`src/rtl/serial_sub_pkg.sv`:
```
// Shared types for the bit-serial subtractor: FSM state type and encodings.
package serial_sub_pkg;

    typedef enum logic [1:0] {
        IDLE  = 2'd0,
        SHIFT = 2'd1,
        DONE  = 2'd2
    } sub_state_t;

    // Raw encodings for benches that probe state without the enum type.
    localparam logic [1:0] ST_IDLE  = 2'd0;
    localparam logic [1:0] ST_SHIFT = 2'd1;
    localparam logic [1:0] ST_DONE  = 2'd2;

endpackage

```
`src/rtl/full_subtractor_cell.sv`:
```
// One-bit full subtractor: d = a - b - bin, bout = borrow out.
module full_subtractor_cell (
    input  logic a,
    input  logic b,
    input  logic bin,
    output logic d,
    output logic bout
);

    // Difference and borrow out of a single bit position.
    always_comb begin
        d    = a ^ b ^ bin;
        bout = (~a & b) | (~(a ^ b) & bin);
    end

endmodule

```
`src/rtl/serial_subtractor.sv`:
```
// Bit-serial two's-complement subtractor: diff = a - b - b_in, LSB first, one bit
// per clock through a single full_subtractor_cell and a borrow flop.
// Optional signed-overflow output enabled by defining SERIAL_SUB_OVF_EN.
module serial_subtractor
    import serial_sub_pkg::*;
#(
    parameter int unsigned WIDTH = 8
) (
    input  logic             clk,
    input  logic             rst_n,
    input  logic             start,
    input  logic [WIDTH-1:0] a,
    input  logic [WIDTH-1:0] b,
    input  logic             b_in,
    output logic             busy,
    output logic             done,
    output logic [WIDTH-1:0] diff,
    output logic             borrow
`ifdef SERIAL_SUB_OVF_EN
    ,
    output logic             ovf
`endif
);

    localparam int unsigned CNT_W = $clog2(WIDTH + 1);

    sub_state_t       state_q, state_d;
    logic [WIDTH-1:0] a_sr, b_sr, res_sr;
    logic             bw;
    logic [CNT_W-1:0] cnt;
    logic             cell_d, cell_bout;
    logic             last_bit;
    logic [WIDTH-1:0] res_next;

    full_subtractor_cell u_cell (
        .a    (a_sr[0]),
        .b    (b_sr[0]),
        .bin  (bw),
        .d    (cell_d),
        .bout (cell_bout)
    );

    // Final bit is being processed on this edge.
    assign last_bit = (state_q == SHIFT) && (cnt == CNT_W'(WIDTH - 1));
    assign res_next = {cell_d, res_sr[WIDTH-1:1]};

    assign busy = (state_q != IDLE);
    assign done = (state_q == DONE);

    // FSM state register.
    always_ff @(posedge clk or negedge rst_n) begin
        if (!rst_n) begin
            state_q <= IDLE;
        end else begin
            state_q <= state_d;
        end
    end

    // Next-state logic; start is only looked at in IDLE.
    always_comb begin
        state_d = state_q;
        case (state_q)
            IDLE:    if (start) state_d = SHIFT;
            SHIFT:   if (last_bit) state_d = DONE;
            DONE:    state_d = IDLE;
            default: state_d = IDLE;
        endcase
    end

    // Operand capture, serial datapath and result load.
    always_ff @(posedge clk or negedge rst_n) begin
        if (!rst_n) begin
            a_sr   <= '0;
            b_sr   <= '0;
            res_sr <= '0;
            bw     <= 1'b0;
            cnt    <= '0;
            diff   <= '0;
            borrow <= 1'b0;
        end else begin
            case (state_q)
                IDLE: begin
                    if (start) begin
                        a_sr <= a;
                        b_sr <= b;
                        bw   <= b_in;
                        cnt  <= '0;
                    end
                end
                SHIFT: begin
                    res_sr <= res_next;
                    a_sr   <= {1'b0, a_sr[WIDTH-1:1]};
                    b_sr   <= {1'b0, b_sr[WIDTH-1:1]};
                    bw     <= cell_bout;
                    cnt    <= cnt + CNT_W'(1);
                    // Results only become visible once the whole word is done.
                    if (last_bit) begin
                        diff   <= res_next;
                        borrow <= cell_bout;
                    end
                end
                default: ;
            endcase
        end
    end

`ifdef SERIAL_SUB_OVF_EN
    // Signed overflow; on the last edge the shift registers' LSBs hold the
    // operand MSBs, so no separate MSB capture is needed.
    always_ff @(posedge clk or negedge rst_n) begin
        if (!rst_n) begin
            ovf <= 1'b0;
        end else if (last_bit) begin
            ovf <= (a_sr[0] != b_sr[0]) && (cell_d != a_sr[0]);
        end
    end
`endif

endmodule

```
`config.mk`:
```
export PLATFORM = sky130hd
export DESIGN_NAME = serial_subtractor
export DESIGN_NICKNAME = d
export VERILOG_FILES = /design/src/rtl/serial_sub_pkg.sv /design/src/rtl/full_subtractor_cell.sv /design/src/rtl/serial_subtractor.sv
export SDC_FILE = /design/constraint.sdc
export NUM_CORES = 1
export LEC_CHECK = 0
export CAP_MARGIN = 20
export CORE_MARGIN = 2
export CORE_UTILIZATION = 31
export CTS_CLUSTER_SIZE = 25
export DETAILED_ROUTE_END_ITERATION = 16
export DONT_BUFFER_PORTS = 1
export PLACE_DENSITY = 0.42
export SETUP_SLACK_MARGIN = 0.2
export SYNTH_ARGS = -nofsm -noshare
export SYNTH_HDL_FRONTEND = slang
export SYNTH_SLANG_ARGS = --single-unit
```
`constraint.sdc`:
```
create_clock -name clk -period 2 [get_ports clk]
set_input_delay 0.4 -clock clk [delete_from_list [all_inputs] [get_ports clk]]
set_output_delay 0.4 -clock clk [all_outputs]
set_load 0.03 [all_outputs]
```
Yosys cells after proc, flatten, opt, wreduce, memory -nomap -nowiden

Cells that the tools add are included.

Add/subtract/negate cells: 1
Equality and inequality tests: 5
Mux-type cells: 11
Bitwise operators: 7
Reduce and logical (&&, ||, !) cells: 7

Operators by type and width:

| cell                                           | count |
|---|---|
| one-hot mux 8 bit (2 select lines)             | 2 |
| two-way mux 8 bit                              | 2 |
| one-hot mux 4 bit (2 select lines)             | 1 |
| AND reduction 2 bit                            | 3 |
| adder 4 x 1 -> 4 bit (second input constant)   | 1 |
| == test 4 x 3 -> 1 bit (second input constant) | 1 |
| two-way mux 2 bit                              | 2 |
| two-way mux 4 bit                              | 1 |
| inequality test 2 bit (second input constant)  | 2 |
| one-hot mux 2 bit (2 select lines)             | 1 |
| nonzero test 2 bit                             | 2 |
| bitwise AND 1 bit                              | 2 |
| == test 2 x 1 -> 1 bit (second input constant) | 1 |
| == test 2 bit (second input constant)          | 1 |
| zero test 2 bit                                | 1 |
| NOT 1 bit                                      | 2 |
| one-hot mux 1 bit (2 select lines)             | 1 |
| XOR 1 bit                                      | 2 |
| logical AND 1 bit                              | 1 |
| two-way mux 1 bit                              | 1 |
| OR 1 bit                                       | 1 |

Register bits after elaboration: 40
Input port bits: 20
Output and inout bits: 11
Logic and storage cells: 39

Depth between registers and ports, before layout

Gate-level depths: netlist of run 1.

Depth after elaboration: 5
Depth in mapped cells: 5
Gate-level depth less buffers: 4

Cells and area by module

From an unflattened synthesis of run 1, not the netlist that was laid out.

Cell total of the unflattened synthesis: 171
Area total of the unflattened synthesis: 1769.2 um^2

Modules (own cells, without submodules):

| module               | instances | cells an instance | area an instance (um^2) | seq. area each (um^2) |
|---|---|---|---|---|
| serial_subtractor    | 1         | 167               | 1737.9                  | 975.9 |
| full_subtractor_cell | 1         | 4                 | 31.3                    | 0.0 |

Worst setup path after synthesis of run 1

No wires, ideal clock.

Path kind: flip-flop to output port
From: reg state_q[1]
To: out done
Data arrival time: 1.343 ns
Data required time: 1.600 ns
Path slack: 0.257 ns
Stages on the path, launching flop included: 4
Buffers on the path: 2
Path through: dfrtp_1 > buf_2 > clkbuf_1 > nor2b_1

Cells in the longest elaborated chain, start to end: 1

RTL lines:

| what                   | line                    | text |
|---|---|---|
| from (decl)            | serial_subtractor.sv:27 | `sub_state_t state_q, state_d;` |
| from (signal assigned) | serial_subtractor.sv:55 | `state_q <= state_d;` |
| == test 2 bit          | serial_subtractor.sv:48 | `assign done = (state_q == DONE);` |
| to (decl)              | serial_subtractor.sv:16 | `output logic done,` |

No other way between the ends.

Final worst setup path of run 1

From: reg state_q[0]
To: out busy

Cells in the longest elaborated chain, start to end: 1

RTL lines:

| what               | line                    | text |
|---|---|---|
| nonzero test 2 bit | serial_subtractor.sv:47 | `assign busy = (state_q != IDLE);` |
| to (decl)          | serial_subtractor.sv:15 | `output logic busy,` |

No other way between the ends.

==> impl_metrics.py, run 1 <==
metrics = {
    "outcome": {
        "run_status": "finished, final reports clean",
    },
    "cts": {
        "root_buffer": "clkbuf_8",
        "clk_latency_ns": 0.29,
        "hold_buffers": 2,
        "cts_max_level": 2,
        "cts_buffers": 5,
        "tritoncts": "done",
        "clock_sinks": 39,
        "ctsResizeCount": 0,
        "clk_pin_slew_ns": 0.08,
        "cts_max_path_buffers": 2,
        "post-cts-setup-buffer-count": 0,
    },
    "power_and_ir_drop": {
        "ir_worst_vdd_mv": 0.633,
        "p_leak_nw": 0.865,
        "power.density_nw_per_um2": 1600,
    },
    "worst_setup_path": {
        "crit_start": "state_q[0]$_DFFE_PN0P_",
        "path_cells": "buf_4 -> or2_2",
        "required_ns": 1.60,
        "critPathKind": "flip-flop to primary output",
        "r2r_start": "cnt[0]$_DFFE_PN0P_",
        "path_max_fanout": 24,
        "critPathMaxStageDelay_ns": 0.41,
        "slowest_stage": "dfrtp_1",
        "crit_arrival_ns": 1.33,
        "critPathCaptureType": "primary output",
        "crit_path_start_kind": "flip-flop",
    },
    "route": {
        "drt-initial-drc-count": 90,
        "routed_wl_um": 3950,
        "firstDrtPassIters": 4,
        "vias": 1267,
        "wire_per_inst_um": 15.9,
        "ant_nets": 0,
        "remaining_drc_errors": 0,
        "drt-vias-per-instance": 5.09,
    },
    "die": {
        "coreArea_um2": 5510,
        "ios": 31,
        "die-height_um": 79.7,
        "dieWidth_um": 79.7,
        "initial_core_util_pct": 32.3,
        "dieArea_um2": 6360,
        "num_rows": 27,
    },
    "layout": {
        "final_cell_mix": "dfrtp_1 (39), nand2_1 (26), nor2b_1 (18), o21ai_0 (18), a21oi_1 (16)",
        "layout_commonest_cell": "dfrtp_1",
        "postLayoutCoreUtil_pct": 36.1,
        "syn_to_final_growth_pct": 11.8,
        "nets": 198,
        "antenna_cells": 0,
        "drive_gt1_share_pct": 15.8,
    },
    "global_route": {
        "grt_pass1_wl_um": 6760,
        "groute.usage.overall_pct": 14.0,
        "grtUsageMet3_pct": 4.19,
        "gr-max-usage-layer": "met2",
        "grt_util_met2_pct": 21.1,
        "grt-ovfl-total": 0,
        "antenna_found_initial": 0,
        "grt_max_degree": 40,
        "grt_pass1_vias": 1318,
        "met1_usage_pct": 18.8,
    },
    "logic_synthesis": {
        "yosysUniqueCellTypes": 23,
        "synth_seq_area_share_pct": 54.9,
        "ys_ff_latch": 39,
        "synth_area_um2": 1780,
        "syn_avg_cell_area_um2": 10.5,
        "syn_nets": 192,
        "synth_cells": 170,
        "yosys_warnings": 0,
    },
    "worst_hold_path": {
        "hp-class": "input port to flip-flop",
        "hold_start": "a[5]",
    },
    "timing": {
        "fin_skew_ns": 0.00338,
        "drv_slew": 0,
        "rsz0062_at_grt": "no",
        "tightest_slew_ns": 0.510,
        "tns_ns": 0,
        "fmax_ghz": 0.578,
        "slew_headroom_pct": 65.9,
        "hold_violations": 0,
        "timing.final.crit_period_ns": 1.73,
        "fin_crit_sh_pct": 86.6,
        "setup_viol": 0,
    },
    "placed_design": {
        "dp_hpwl_um": 2490,
        "port_buffers": 0,
        "globalplace.congestion": 0.676,
    },
    "job": {
        "cap_violations": 0,
    },
}
flip-flops by register name (all words and copies together) (netlist names):
name / flops
borrow: 1
cnt: 4
b_sr: 8
diff: 8
state_q: 2
res_sr: 7
bw: 1
a_sr: 8
through the flow:
stage	hold WS (ns)	instance area (µm²)	std cells	setup slack [ns]	power, mW
after floorplan	0.104	1780	170	0.257	2.36
after global placement	0.106	1870	239	0.426	2.64
after detailed placement	0.106	1870	239	0.367	2.68
after CTS	0.297	1990	249	0.248	3.23
after global routing	0.309	1990	249	0.214	3.45
final	0.301	1990	249	0.268	3.18
synth_stat cells, drive strengths merged:
library cell	count	area share, %
nand2	26	5.5
or2	1	0.35
mux2i	1	0.56
ha	1	0.70
nor2b	18	6.3
clkbuf	4	0.84
a22o	2	0.99
nand3	2	0.56
fa	1	1.1
dfrtp	39	55
inv	3	0.63
nor3	1	0.92
a22oi	14	5.9
nor2	2	0.42
mux2	9	5.7
nand2b	1	0.77
a21oi	16	4.5
buf	6	1.8
o21bai	1	0.42
o311ai	1	0.49
o21ai	18	5.1
a2bb2oi	3	1.5
worst paths after layout:
| path | end | slack, ns | cells after the start |
|---|---|---|---|
| hold reg to reg | res_sr[1]$_DFFE_PN0P_ | 0.49 | 2 |
| max in group asynchronous | res_sr[6]$_DFFE_PN0P_ | 1.22 | 2 |
| min in group asynchronous | cnt[3]$_DFFE_PN0P_ | 0.59 | 2 |
| setup / recovery | busy | 0.27 | 2 |
| setup reg to reg | diff[5]$_DFFE_PN0P_ | 0.39 | 4 |
| hold / removal | a_sr[5]$_DFFE_PN0P_ | 0.30 | 2 |
layout make-up:
class                   instances  area, µm²
fillers                       568       3520
flip-flops and latches         39        976
multi-input cells             118        743
well taps                      72       90.1
repair buffers                  9       82.6
clock buffers                   5       68.8
clock inverters                 3       15.0
inverters                       3       11.3
kinds of logic after synthesis:
kind of cell,count (synthesis),synth area share [%]
AOI/OAI and AO/OA,55,18.9
muxes,10,6.26
DFF,39,54.9
and+or+nand+nor,51,14.8
buffers and inverters,13,3.31
adders and majority gates,2,1.83
layer usage:
layer	routed length, µm	vias to the layer above	part of all wire (%)
met1	1860	629	47
met3	164	6	4.2
met4	58	0	1.5
met2	1870	28	47
met5	0	-	0
li1	-	604	-
worst max-delay path: cells and delay by family (launching register included):
kind                   cells  cell delay [ns]
DFF                        1             0.41
and+or+nand+nor            1             0.41
buffers and inverters      1             0.22
power breakdown:
group	switching, mW	internal [mW]
clock	0.282	0.239
combinational	0.619	0.503
sequential	0.410	1.12
total	1.31	1.87
No activity file was read; power rests on OpenSTA's default activity.
==> run 2, diff against run 1 <==
--- a/config.mk
+++ b/config.mk
@@ -7,4 +7,5 @@
 export LEC_CHECK = 0
+export ABC_AREA = 0
 export CAP_MARGIN = 20
-export CORE_MARGIN = 2
+export CORE_MARGIN = 5
 export CORE_UTILIZATION = 31
==> constraint.sdc (replaced) <==
create_clock -name clk -period 2 [get_ports clk]
set_input_delay 0.6 -clock clk [delete_from_list [all_inputs] [get_ports clk]]
set_output_delay 0.6 -clock clk [all_outputs]
set_load 0.03 [all_outputs]
==> run 2 against run 1 <==
  * Combinational power increased by 5%
  * Setup slack got worse by 0.0021 ns
  * Core utilization rose by 0.34 points
==> impl_metrics.py, run 2 (same netlist as run 1, synthesis figures left out) <==
metrics = {
    "outcome": {
        "run_status": "finished, final reports clean",
    },
    "timing": {
        "fin_skew_ns": 0.00501,
        "drv_slew": 0,
        "setup_viol": 0,
        "fin_crit_sh_pct": 86.7,
        "timing.final.ws_setup_ns": 0.266,
        "rsz0062_at_grt": "no",
        "slew_headroom_pct": 74.0,
        "hold_violations": 0,
        "hold_slack_ns": 0.154,
        "fmax_ghz": 0.577,
        "timing.final.crit_period_ns": 1.73,
        "tns_ns": 0,
        "tightest_slew_ns": 0.389,
    },
    "global_route": {
        "grt-ovfl-total": 0,
        "grt_pass1_vias": 1381,
        "grt_max_degree": 40,
        "antenna_found_initial": 0,
        "groute.usage.overall_pct": 11.8,
        "grt_pass1_wl_um": 6830,
    },
    "cts": {
        "root_buffer": "clkbuf_8",
        "tritoncts": "done",
        "cts_max_level": 2,
        "clock_sinks": 39,
        "clk_pin_slew_ns": 0.07,
        "cts_buffers": 5,
        "clk_latency_ns": 0.29,
        "cts_max_path_buffers": 2,
    },
    "die": {
        "die-height_um": 85.7,
        "num_rows": 27,
        "coreArea_um2": 5540,
        "initial_core_util_pct": 32.1,
        "ios": 31,
        "dieWidth_um": 85.7,
        "dieArea_um2": 7350,
    },
    "route": {
        "routed_wl_um": 3970,
        "drt-vias-per-instance": 4.99,
        "wire_per_inst_um": 16.0,
        "vias": 1238,
        "ant_nets": 0,
        "firstDrtPassIters": 4,
        "remaining_drc_errors": 0,
        "drt-initial-drc-count": 46,
    },
    "placed_design": {
        "placed_area_um2": 1890,
        "dp_hpwl_um": 2670,
        "pre_cts_ws_ns": 0.374,
        "globalplace.congestion": 0.728,
        "port_buffers": 0,
        "placed_cells": 238,
    },
    "power_and_ir_drop": {
        "ir_worst_vdd_mv": 0.568,
        "power.density_nw_per_um2": 1640,
        "total_power_mw": 3.31,
        "p_leak_nw": 0.870,
    },
    "worst_setup_path": {
        "crit_path_start_kind": "flip-flop",
        "critical_path_buf_inv_count": 0,
        "critPathMaxStageDelay_ns": 0.53,
        "critPathKind": "flip-flop to primary output",
        "required_ns": 1.40,
        "crit_arrival_ns": 1.13,
        "path_cells": "nor2b_4",
        "regToRegSetupSlack_ns": 0.47,
        "critPathCaptureType": "primary output",
        "slowest_stage": "dfrtp_2",
        "crit_family": "flip-flops",
        "path_max_fanout": 15,
    },
    "layout": {
        "nets": 197,
        "postLayoutCoreUtil_pct": 36.4,
        "final_cell_mix": "dfrtp_1 (37), nand2_1 (26), o21ai_0 (18)",
        "largest_registers": "a_sr x8, b_sr x8, diff x8",
        "drive_gt1_share_pct": 17.0,
        "postLayoutCellArea_um2": 2020,
        "antenna_cells": 0,
        "final_cells": 248,
        "syn_to_final_growth_pct": 13.5,
        "layout_commonest_cell": "dfrtp_1",
    },
    "worst_hold_path": {
        "hp-class": "input port to async pin",
    },
    "job": {
        "cap_violations": 0,
    },
}
-- run 2: cell count changes in the layout (fill, tap and decap cells not counted), moves of 2 or more --
cell / change
clkbuf_8: +2
dfrtp_1: -2
dfrtp_2: +2
clkinv_2: -3
-- run 2: path summary, 6_finish.rpt --
check,start,endpoint,cells past startpoint
worst max-delay path,state_q[1]$_DFFE_PN0P_,done,1
worst min-delay path,rst_n,bw$_DFFE_PN0P_,1
worst max register to register,state_q[1]$_DFFE_PN0P_,diff[2]$_DFFE_PN0P_,4
worst min register to register,res_sr[1]$_DFFE_PN0P_,res_sr[1]$_DFFE_PN0P_,2
max in group asynchronous,rst_n,state_q[0]$_DFFE_PN0P_,1
min in group clk,res_sr[1]$_DFFE_PN0P_,res_sr[1]$_DFFE_PN0P_,2
-- run 2: per-layer routing --
| metal | GRT usage (%) | wire length (µm) | up-vias |
|---|---|---|---|
| met3 | 5.09 | 273 | 7 |
| li1 | - | - | 599 |
| met2 | 19.5 | 1930 | 25 |
| met4 | 3.74 | 47 | 0 |
| met5 | 0 | 0 | - |
| met1 | 13.8 | 1720 | 607 |
-- run 2: timing repair --
| action | 4_1_cts | 5_1_grt |
|---|---|---|
| hold buffers | 1 | 0 |
| hold endpoints to repair | 39 | 0 |
| gates resized for setup | 3 | 0 |
| setup endpoints to repair | 2 | 0 |
| setup buffers | 1 | 0 |
-- run 2: cell type report --
cell class                      count  area, µm²
Sequential cell                    39        978
Inverter                            3       11.3
Timing Repair Buffer                8       85.1
Clock buffer                        8        100
Fill cell                         570       3520
Multi-Input combinational cell    118        753
Tap cell                           72       90.1
-- run 2: report_power, final --
part	internal [mW]	switching (mW)
Clock	0.314	0.251
Combinational	0.554	0.626
Sequential	1.13	0.433
Total	2.00	1.31
